==> config.mk <==
export PLATFORM = sky130hd
export DESIGN_NAME = riscv32_lsu
export DESIGN_NICKNAME = d
export VERILOG_FILES = /design/src/rtl/riscv32_lsu.sv
export SDC_FILE = /design/constraint.sdc
export NUM_CORES = 1
export LEC_CHECK = 0
export BUFFER_PORTS_ARGS = -buffer_cell sky130_fd_sc_hd__buf_2
export CAP_MARGIN = 20
export CELL_PAD_IN_SITES_DETAIL_PLACEMENT = 0
export CELL_PAD_IN_SITES_GLOBAL_PLACEMENT = 1
export CORE_ASPECT_RATIO = 0.7
export CORE_MARGIN = 8
export CORE_UTILIZATION = 41
export CTS_CLUSTER_DIAMETER = 30
export DETAILED_ROUTE_END_ITERATION = 16
export GPL_TIMING_DRIVEN = 0
export PLACE_DENSITY = 0.95
export SLEW_MARGIN = 20
export SYNTH_ARGS = -nofsm -noshare
export SYNTH_HDL_FRONTEND = slang
export SYNTH_SLANG_ARGS = --single-unit
export TNS_END_PERCENT = 100
==> constraint.sdc <==
create_clock -name clk -period 3.6 [get_ports clk]
set_clock_uncertainty 0.05 [all_clocks]
set_input_delay 0.36 -clock clk [delete_from_list [all_inputs] [get_ports clk]]
set_output_delay 0.36 -clock clk [all_outputs]
set_load 0.1 [all_outputs]
==> src/rtl/riscv32_lsu.sv <==
// riscv32_lsu: MEM-stage load/store unit. Runs one data-memory transaction
// per instruction over a valid/ready bus. Stores get byte strobes and lanes
// replicated to match; loads get extended to 32 bits. The unit also reports
// misaligned or illegal accesses and bus timeouts.
//
// state | meaning
// IDLE  | waiting for req_valid; fault check and request latch
// BUS   | dmem_valid held, waiting for dmem_ready or timeout
// RESP  | one-cycle resp_valid pulse with data/error flags
module riscv32_lsu #(
   parameter int unsigned TIMEOUT_CYCLES = 256,
   parameter int unsigned CNT_W          = 9
) (
   input  logic        clk,
   input  logic        rst_n,
   input  logic        req_valid,
   input  logic        req_wen,
   input  logic [2:0]  req_fun,
   input  logic [31:0] req_addr,
   input  logic [31:0] req_wdata,
   output logic        dmem_valid,
   input  logic        dmem_ready,
   output logic [31:0] dmem_addr,
   output logic        dmem_wen,
   output logic [3:0]  dmem_wstrb,
   output logic [31:0] dmem_wdata,
   input  logic [31:0] dmem_rdata,
   output logic        resp_valid,
   output logic [31:0] resp_rdata,
   output logic        lsu_stall,
   output logic        err_misalign,
   output logic        err_bus
);

   typedef enum logic [1:0] {
      ST_IDLE = 2'd0,
      ST_BUS  = 2'd1,
      ST_RESP = 2'd2
   } state_t;

   // A zero timeout disables the bus watchdog entirely.
   localparam bit               TO_EN   = (TIMEOUT_CYCLES != 0);
   localparam logic [CNT_W-1:0] TO_LAST = CNT_W'((TIMEOUT_CYCLES == 0) ? 0 : TIMEOUT_CYCLES - 1);

   state_t           state;
   logic [CNT_W-1:0] cnt;
   logic [2:0]       fun_q;
   logic [1:0]       lo_q;

   logic             fault;
   logic [3:0]       strb_n;
   logic [31:0]      wdata_n;
   logic [31:0]      byte_sh;
   logic [31:0]      half_sh;
   logic [31:0]      load_ext;

   // A request is faulted when its alignment or its funct3 is illegal.
   // BU/HU are load-only encodings, so a store using them is a fault too.
   always_comb begin
      fault = 1'b0;
      case (req_fun)
         3'b000:  fault = 1'b0;
         3'b001:  fault = req_addr[0];
         3'b010:  fault = |req_addr[1:0];
         3'b100:  fault = req_wen;
         3'b101:  fault = req_wen | req_addr[0];
         default: fault = 1'b1;
      endcase
   end

   // Byte strobes and lane-replicated store data for the next bus request.
   always_comb begin
      strb_n  = 4'hf;
      wdata_n = req_wdata;
      if (req_wen) begin
         case (req_fun[1:0])
            2'b00:   strb_n = 4'b0001 << req_addr[1:0];
            2'b01:   strb_n = 4'b0011 << req_addr[1:0];
            default: strb_n = 4'hf;
         endcase
      end
      case (req_fun[1:0])
         2'b00:   wdata_n = {4{req_wdata[7:0]}};
         2'b01:   wdata_n = {2{req_wdata[15:0]}};
         default: wdata_n = req_wdata;
      endcase
   end

   // Extract the addressed byte/halfword from the read word and extend it.
   always_comb begin
      byte_sh  = dmem_rdata >> {lo_q, 3'b000};
      half_sh  = dmem_rdata >> {lo_q[1], 4'b0000};
      load_ext = '0;
      case (fun_q)
         3'b000:  load_ext = {{24{byte_sh[7]}}, byte_sh[7:0]};
         3'b001:  load_ext = {{16{half_sh[15]}}, half_sh[15:0]};
         3'b010:  load_ext = dmem_rdata;
         3'b100:  load_ext = {24'h0, byte_sh[7:0]};
         3'b101:  load_ext = {16'h0, half_sh[15:0]};
         default: load_ext = '0;
      endcase
   end

   // The pipeline holds the instruction until its completion pulse.
   assign lsu_stall = req_valid & ~resp_valid;

   // Main sequencer with registered bus and response outputs.
   always_ff @(posedge clk or negedge rst_n) begin
      if (!rst_n) begin
         state        <= ST_IDLE;
         cnt          <= '0;
         fun_q        <= '0;
         lo_q         <= '0;
         dmem_valid   <= 1'b0;
         dmem_addr    <= '0;
         dmem_wen     <= 1'b0;
         dmem_wstrb   <= '0;
         dmem_wdata   <= '0;
         resp_valid   <= 1'b0;
         resp_rdata   <= '0;
         err_misalign <= 1'b0;
         err_bus      <= 1'b0;
      end else begin
         case (state)
            ST_IDLE: begin
               if (req_valid) begin
                  if (fault) begin
                     state        <= ST_RESP;
                     resp_valid   <= 1'b1;
                     err_misalign <= 1'b1;
                     resp_rdata   <= '0;
                  end else begin
                     state      <= ST_BUS;
                     cnt        <= '0;
                     fun_q      <= req_fun;
                     lo_q       <= req_addr[1:0];
                     dmem_valid <= 1'b1;
                     dmem_addr  <= {req_addr[31:2], 2'b00};
                     dmem_wen   <= req_wen;
                     dmem_wstrb <= strb_n;
                     dmem_wdata <= wdata_n;
                  end
               end
            end
            ST_BUS: begin
               cnt <= cnt + CNT_W'(1);
               // Ready takes priority over a timeout landing on the same cycle.
               if (dmem_ready) begin
                  state      <= ST_RESP;
                  dmem_valid <= 1'b0;
                  resp_valid <= 1'b1;
                  resp_rdata <= dmem_wen ? 32'h0 : load_ext;
               end else if (TO_EN && (cnt == TO_LAST)) begin
                  state      <= ST_RESP;
                  dmem_valid <= 1'b0;
                  resp_valid <= 1'b1;
                  err_bus    <= 1'b1;
                  resp_rdata <= '0;
               end
            end
            ST_RESP: begin
               state        <= ST_IDLE;
               resp_valid   <= 1'b0;
               resp_rdata   <= '0;
               err_misalign <= 1'b0;
               err_bus      <= 1'b0;
            end
            default: state <= ST_IDLE;
         endcase
      end
   end

endmodule

==> flow_summary.yaml, run 1 <==
synthesis:
  async_flop_share_pct: 100.0
  ys_seq_area_share_pct: 53.28
  ys_types: 44
  synth_area_um2: 5589
  ys_ff_latch: 119
  ys_warn_count: 0
  synth_ff_type: "dfrtp_1"
  synth_edf_count: 0
  synth_area_per_cell_um2: 12.20
  postSynthCellCount: 458
global_routing:
  antenna_found_initial: 1
  grtUsageTotal_pct: 18.77
  grt.busiest_layer: "met2"
  grt_max_degree: 74
  grt_overflow: 0
  use_met2_pct: 30.26
  grt_use_met3_pct: 6.800
  met1_usage_pct: 23.31
  grt_pass1_vias: 4986
  grt_pass1_wl_mm: 26.43
floorplanning:
  fp-row-count: 35
  core_area_um2: 13230
  die_x_um: 155.6
  die_h_um: 113.7
  ios: 210
  die-area_um2: 17680
  start_util_pct: 42.26
critical_path:
  cp.arrival_ps: 2670
  r2r_setup_slack_ps: 1190
  crit_path_max_fanout: 10
  end_kind: "register"
  required_ps: 3860
  path_class: "reg -> reg"
  cp-start-kind: "register"
sta:
  fin_crit_sh_pct: 67.02
  min_period_ps: 2413
  slew_headroom_pct: 29.88
  max_freq_mhz: 414.5
  drv_slew: 0
  hold_violations: 0
  setup_viol: 0
  rsz0062_at_grt: "false"
  worstMarginPinSlew_ps: 1048
  fin_ws_ps: 1187
  setup_tns_ps: 0
  whs_ps: 140.4
place:
  routabilityCongestion: 0.8726
  dp_hpwl_mm: 12.89
  pre_cts_ws_ps: 1237
  numPortBuffers: 205
clock_network:
  cts.htree.levels: 4
  cts_sinks: 119
  clkLatencyLatePin_ps: 390
  cts_tree: "yes"
  ctsResizeCount: 0
  cts_root_buf: "clkbuf_16"
  cts_buffers: 17
  clock_path_buffers: 2
  path_clk_slew_ps: 50
detailed_routing:
  drt_pass1_iterations: 5
  ant_nets: 0
  wl_mm: 16.96
  drt-initial-drc-count: 329
  vias_per_cell: 5.304
  drc: 0
  wire_per_inst_um: 19.23
  via_count: 4678
min_path:
  hold_class: "in -> reg"
finish:
  num-fill-cells: 1202
  utilization_pct: 56.55
  syn2layout_area_growth_pct: 33.80
  layout-drive-gt1-share_pct: 44.83
  nets: 791
power_and_ir_drop:
  p_leak_uw: 0.003881
  cellPowerDensity_nw_per_um2: 994.9
  ir_drop_uv: 626.0
  power_uw: 7440
outcome:
  status: "completed"
job:
  cap_violations: 0
-- final timing paths --
path                                     start              to  cells after the start
max in group asynchronous                rst_n   dmem_addr[31]                      3
worst max-delay path                    cnt[0]   resp_rdata[3]                      9
worst min register to register  dmem_wdata[16]  dmem_wdata[16]                      2
worst min-delay path              req_addr[14]   dmem_addr[14]                      2
worst max register to register          cnt[0]   resp_rdata[3]                      9
min in group asynchronous                rst_n  resp_rdata[25]                      2
-- routing by layer --
metal  vias to the layer above  part of all wire (%)  routed length, µm
met3                        12                   8.8               1489
met4                         0                  0.88                149
met2                       196                    47               7951
met5                         -                     0                  0
li1                       2142                     -                  -
met1                      2328                    43               7374
-- cell usage in the layout, fill, tap and decap left out, types with 4 or more instances in the layout --
master | netlist | layout
a21o_1 | 13 | 13
a21oi_1 | 20 | 20
a221o_1 | 16 | 16
a222oi_1 | 7 | 7
a22oi_1 | 9 | 9
buf_2 | 10 | 214
buf_6 | 6 | 7
clkbuf_1 | 12 | 13
clkbuf_16 | 0 | 17
clkbuf_8 | 0 | 4
dfrtp_1 | 119 | 119
inv_1 | 6 | 6
mux2_2 | 22 | 22
mux2_4 | 31 | 31
mux2i_1 | 30 | 30
nand2_1 | 35 | 35
nor2_1 | 27 | 27
nor2b_1 | 4 | 4
nor3b_1 | 4 | 4
o21ai_0 | 36 | 36
o2bb2ai_1 | 13 | 13
-- Yosys cell counts, types with 2 or more instances --
cell type | number | area share [%]
nand3_1 | 2 | 0.18
nor2b_1 | 4 | 0.45
nor2_1 | 27 | 1.8
nand2b_1 | 3 | 0.34
buf_4 | 3 | 0.40
nand2_1 | 35 | 2.4
o21ai_0 | 36 | 3.2
dfrtp_1 | 119 | 53
nor3b_1 | 4 | 0.54
a21o_1 | 13 | 1.7
inv_1 | 6 | 0.40
nor3_1 | 2 | 0.18
clkbuf_1 | 12 | 0.81
ha_1 | 2 | 0.45
mux2_2 | 22 | 4.4
a22oi_1 | 9 | 1.2
or3b_1 | 2 | 0.31
buf_6 | 6 | 1.2
a22o_1 | 2 | 0.31
buf_2 | 10 | 0.90
a222oi_1 | 7 | 1.3
o2bb2ai_1 | 13 | 2.0
a21oi_1 | 20 | 1.8
a31oi_1 | 3 | 0.34
and3_1 | 3 | 0.34
a221o_1 | 16 | 2.9
mux2_4 | 31 | 8.3
mux2i_1 | 30 | 5.4
-- repair_timing --
item | CTS | global route
hold endpoints to repair | 46 | 0
buffers inserted | 0 | 0
hold buffers | 1 | 0
setup endpoints to repair | 0 | 0
-- layout make-up --
| cell class | count | area, µm² | share of cell area (%) |
|---|---|---|---|
| antenna | 1 | 2.502 | 0.03346 |
| buffer | 32 | 188.9 | 2.526 |
| clock buffer | 22 | 484.2 | 6.475 |
| clock inverter | 8 | 97.59 | 1.305 |
| inverter | 6 | 22.52 | 0.3012 |
| multi-input combinational | 302 | 2404 | 32.14 |
| sequential | 119 | 2978 | 39.82 |
| tap | 185 | 231.5 | 3.095 |
| timing repair buffer | 207 | 1070 | 14.30 |
-- worst max-delay path: stages, from the launching register on --
cell	delay [ps]
dfrtp_1	400
ha_1	230
nand3_1	150
nor2_1	90
ha_1	200
nor2_1	170
inv_1	130
a211oi_4	440
buf_2	310
o2bb2ai_1	160
-- state kept, by name (all words and copies together) (netlist names) --
| name | cells |
|---|---|
| dmem_wdata | 32 |
| dmem_addr | 30 |
| dmem_valid | 1 |
| dmem_wstrb | 4 |
| resp_rdata | 32 |
| err_misalign | 1 |
| err_bus | 1 |
| cnt | 9 |
| resp_valid | 1 |
| lo_q | 2 |
| state | 2 |
| fun_q | 3 |
| dmem_wen | 1 |
-- kinds of logic after synthesis --
group                    after synthesis  synth area share (%)
adder cells (fa/ha/maj)                2                0.4477
other                                  1               0.06709
multiplexers                          83                 18.13
flip-flops                           119                 53.28
AND/OR/NAND/NOR                       89                 8.171
AO/OA/AOI/OAI                        126                 16.12
buffers and inverters                 38                 3.783
-- power breakdown --
group / switching [µW] / total (µW) / internal [µW]
clock: 578 / 1660 / 1080
combinational: 3090 / 3840 / 751
sequential: 238 / 1940 / 1710
-- through the flow --
step,cell area (µm²),instances
2_1_floorplan,5593,459
3_3_place_gp,6850,849
3_5_place_dp,6884,850
4_1_cts,7476,881
5_1_grt,7478,882
6_report,7478,882
Note: power is estimated with default switching activity, not from simulation.
==> run 2, diff against run 1 <==
CORE_UTILIZATION = 38   (was 41)
PLACE_DENSITY = 0.9   (was 0.95)
clock period = 2.4 ns   (was 3.6 ns; I/O delays follow)
==> flow_summary.yaml, run 2 (same netlist as run 1, synthesis figures left out) <==
outcome:
  status: "completed"
global_routing:
  use_met2_pct: 28.64
  grt_overflow: 0
  grt_max_degree: 63
  grt.busiest_layer: "met2"
  met1_usage_pct: 22.12
  grt_pass1_wl_mm: 26.97
  grt_use_met3_pct: 5.905
  grt_pass1_vias: 5033
  antenna_found_initial: 0
  grtUsageTotal_pct: 17.64
detailed_routing:
  drt-initial-drc-count: 361
  vias_per_cell: 5.237
  via_count: 4703
  wire_per_inst_um: 18.97
  drt_pass1_iterations: 6
  drc: 0
  wl_mm: 17.03
  ant_nets: 0
sta:
  rsz0062_at_grt: "false"
  drv_slew: 0
  slew_headroom_pct: 35.54
  fin_crit_sh_pct: 93.99
  max_freq_mhz: 443.3
  setup_viol: 0
  worstMarginPinSlew_ps: 963.3
  hold_violations: 0
  min_period_ps: 2256
finish:
  syn2layout_area_growth_pct: 35.91
  seq_area_um2: 2978
  layout-drive-gt1-share_pct: 45.09
  final_common_cell: "buf_2"
  final_cell_mix: "buf_2, dfrtp_1, o21ai_0, nand2_1, mux2_4"
  num-fill-cells: 1292
  diodes: 0
  multi_input_area_um2: 2406
  reg_top3: "dmem_wdata: 32 flops, resp_rdata: 32 flops, dmem_addr: 30 flops"
  nets: 796
  instances_no_fill: 898
critical_path:
  path_class: "reg -> reg"
  cp_num_buf_inv: 3
  required_ps: 2640
  worstReg2RegEnd: "resp_rdata[18]"
  critPathMaxStageDelay_ps: 370
  cp-start-kind: "register"
  end_kind: "register"
  r2r_setup_slack_ps: 140
  worst_path_max_delay_cell: "dfrtp_1"
  r2r_start: "cnt[1]"
  critical_path.cell_chain: "ha_1 > nand3_1 > nor2_1 > ha_1 > nor2_1 > inv_1 > a211oi_4 > buf_4 > buf_6 > a221o_1"
  cp.arrival_ps: 2490
  path_delay_family: "buffers and inverters"
  crit_path_max_fanout: 10
  rr_worst_depth: 10
place:
  place_inst: 860
  routabilityCongestion: 0.8001
  numPortBuffers: 205
  dp_hpwl_mm: 12.98
clock_network:
  path_clk_slew_ps: 60
  cts_buffers: 17
  ctsResizeCount: 0
  cts_tree: "yes"
  cts_root_buf: "clkbuf_16"
  cts_sinks: 119
  clkLatencyLatePin_ps: 400
  cts.htree.levels: 4
  clock_path_buffers: 2
job:
  cap_violations: 0
floorplanning:
  start_util_pct: 38.45
  die_h_um: 117.5
  core_area_um2: 14540
  die-area_um2: 18910
  fp-row-count: 37
  die_x_um: 161.0
  ios: 210
min_path:
  min_path_cells: 2
  hold_class: "in -> reg"
  hold_start: "req_addr[10]"
  hold_end: "dmem_addr[10]"
power_and_ir_drop:
  p_leak_uw: 0.003926
  power_uw: 11410
  cellPowerDensity_nw_per_um2: 1502
  ir_drop_uv: 889.1
==> run 2: cell count changes in the layout (fill, tap and decap cells not counted), moves of 2 or more <==
cell           change
clkbuf_8           -3
bufinv_16          +2
clkinv_4           +5
clkinv_2           -2
dlygate4sd3_1      +4
==> run 2: worst max-delay path by stage <==
stage	slack (ps)	endpoint	cells after the start	startpoint
after CTS	30	resp_rdata[4]	9	cnt[0]
final	140	resp_rdata[18]	10	cnt[1]
after floorplan	210	resp_rdata[21]	5	dmem_wen
after detailed placement	50	resp_rdata[4]	9	cnt[0]
after global routing	7	resp_rdata[18]	10	cnt[0]
after global placement	-340	dmem_addr[16]	1	rst_n
==> run 2: worst reg2reg max path, cell delays in order, from the launching register on <==
cell      delay, ps
dfrtp_1         370
ha_1            200
nand3_1         160
nor2_1          180
ha_1            210
nor2_1           70
inv_1           140
a211oi_4         80
buf_4           180
buf_6           140
a221o_1         360
==> run 2: repair_timing <==
| item | 4_1_cts | 5_1_grt |
|---|---|---|
| endpoints found under the hold margin | 65 | 0 |
| setup endpoints to repair | 0 | 30 |
| hold buffers | 5 | 0 |
| buffers inserted | 0 | 1 |
==> run 2: stage by stage <==
step | TNS (ps) | utilization [%] | hold WS [ps] | area [µm²] | setup slack, ps
finish | 0 | 52.26 | 17.29 | 7596 | 144.2
global route | 0 | 52.26 | 1.987 | 7596 | 6.803
CTS | 0 | 52.20 | 1.503 | 7589 | 28.67
detailed placement | 0 | 47.46 | 210.9 | 6899 | 51.63
global placement | -39180 | 47.23 | 412.2 | 6865 | -338.9
floorplan | 0 | - | -105.6 | 5595 | 214.3
==> run 2: metal layers <==
layer  part of all wire, %  vias up
met1                    43     2339
met5                     0        -
met3                   7.8       16
met4                  0.76        0
li1                      -     2149
met2                    48      199
==> run 2: where the power goes <==
group / internal (µW) / switching (µW) / total, µW
clock network: 1770 / 952 / 2730
logic: 1140 / 4630 / 5770
registers: 2560 / 360 / 2920
total: 5470 / 5940 / 11400
==> run 2: layout make-up <==
cell class | instances | area share (%)
Sequential cell | 119 | 39.20
Multi-Input combinational cell | 302 | 31.68
Timing Repair Buffer | 212 | 14.71
Clock buffer | 18 | 5.782
Tap cell | 195 | 3.212
Clock inverter | 14 | 2.635
Buffer | 32 | 2.487
Inverter | 6 | 0.2965
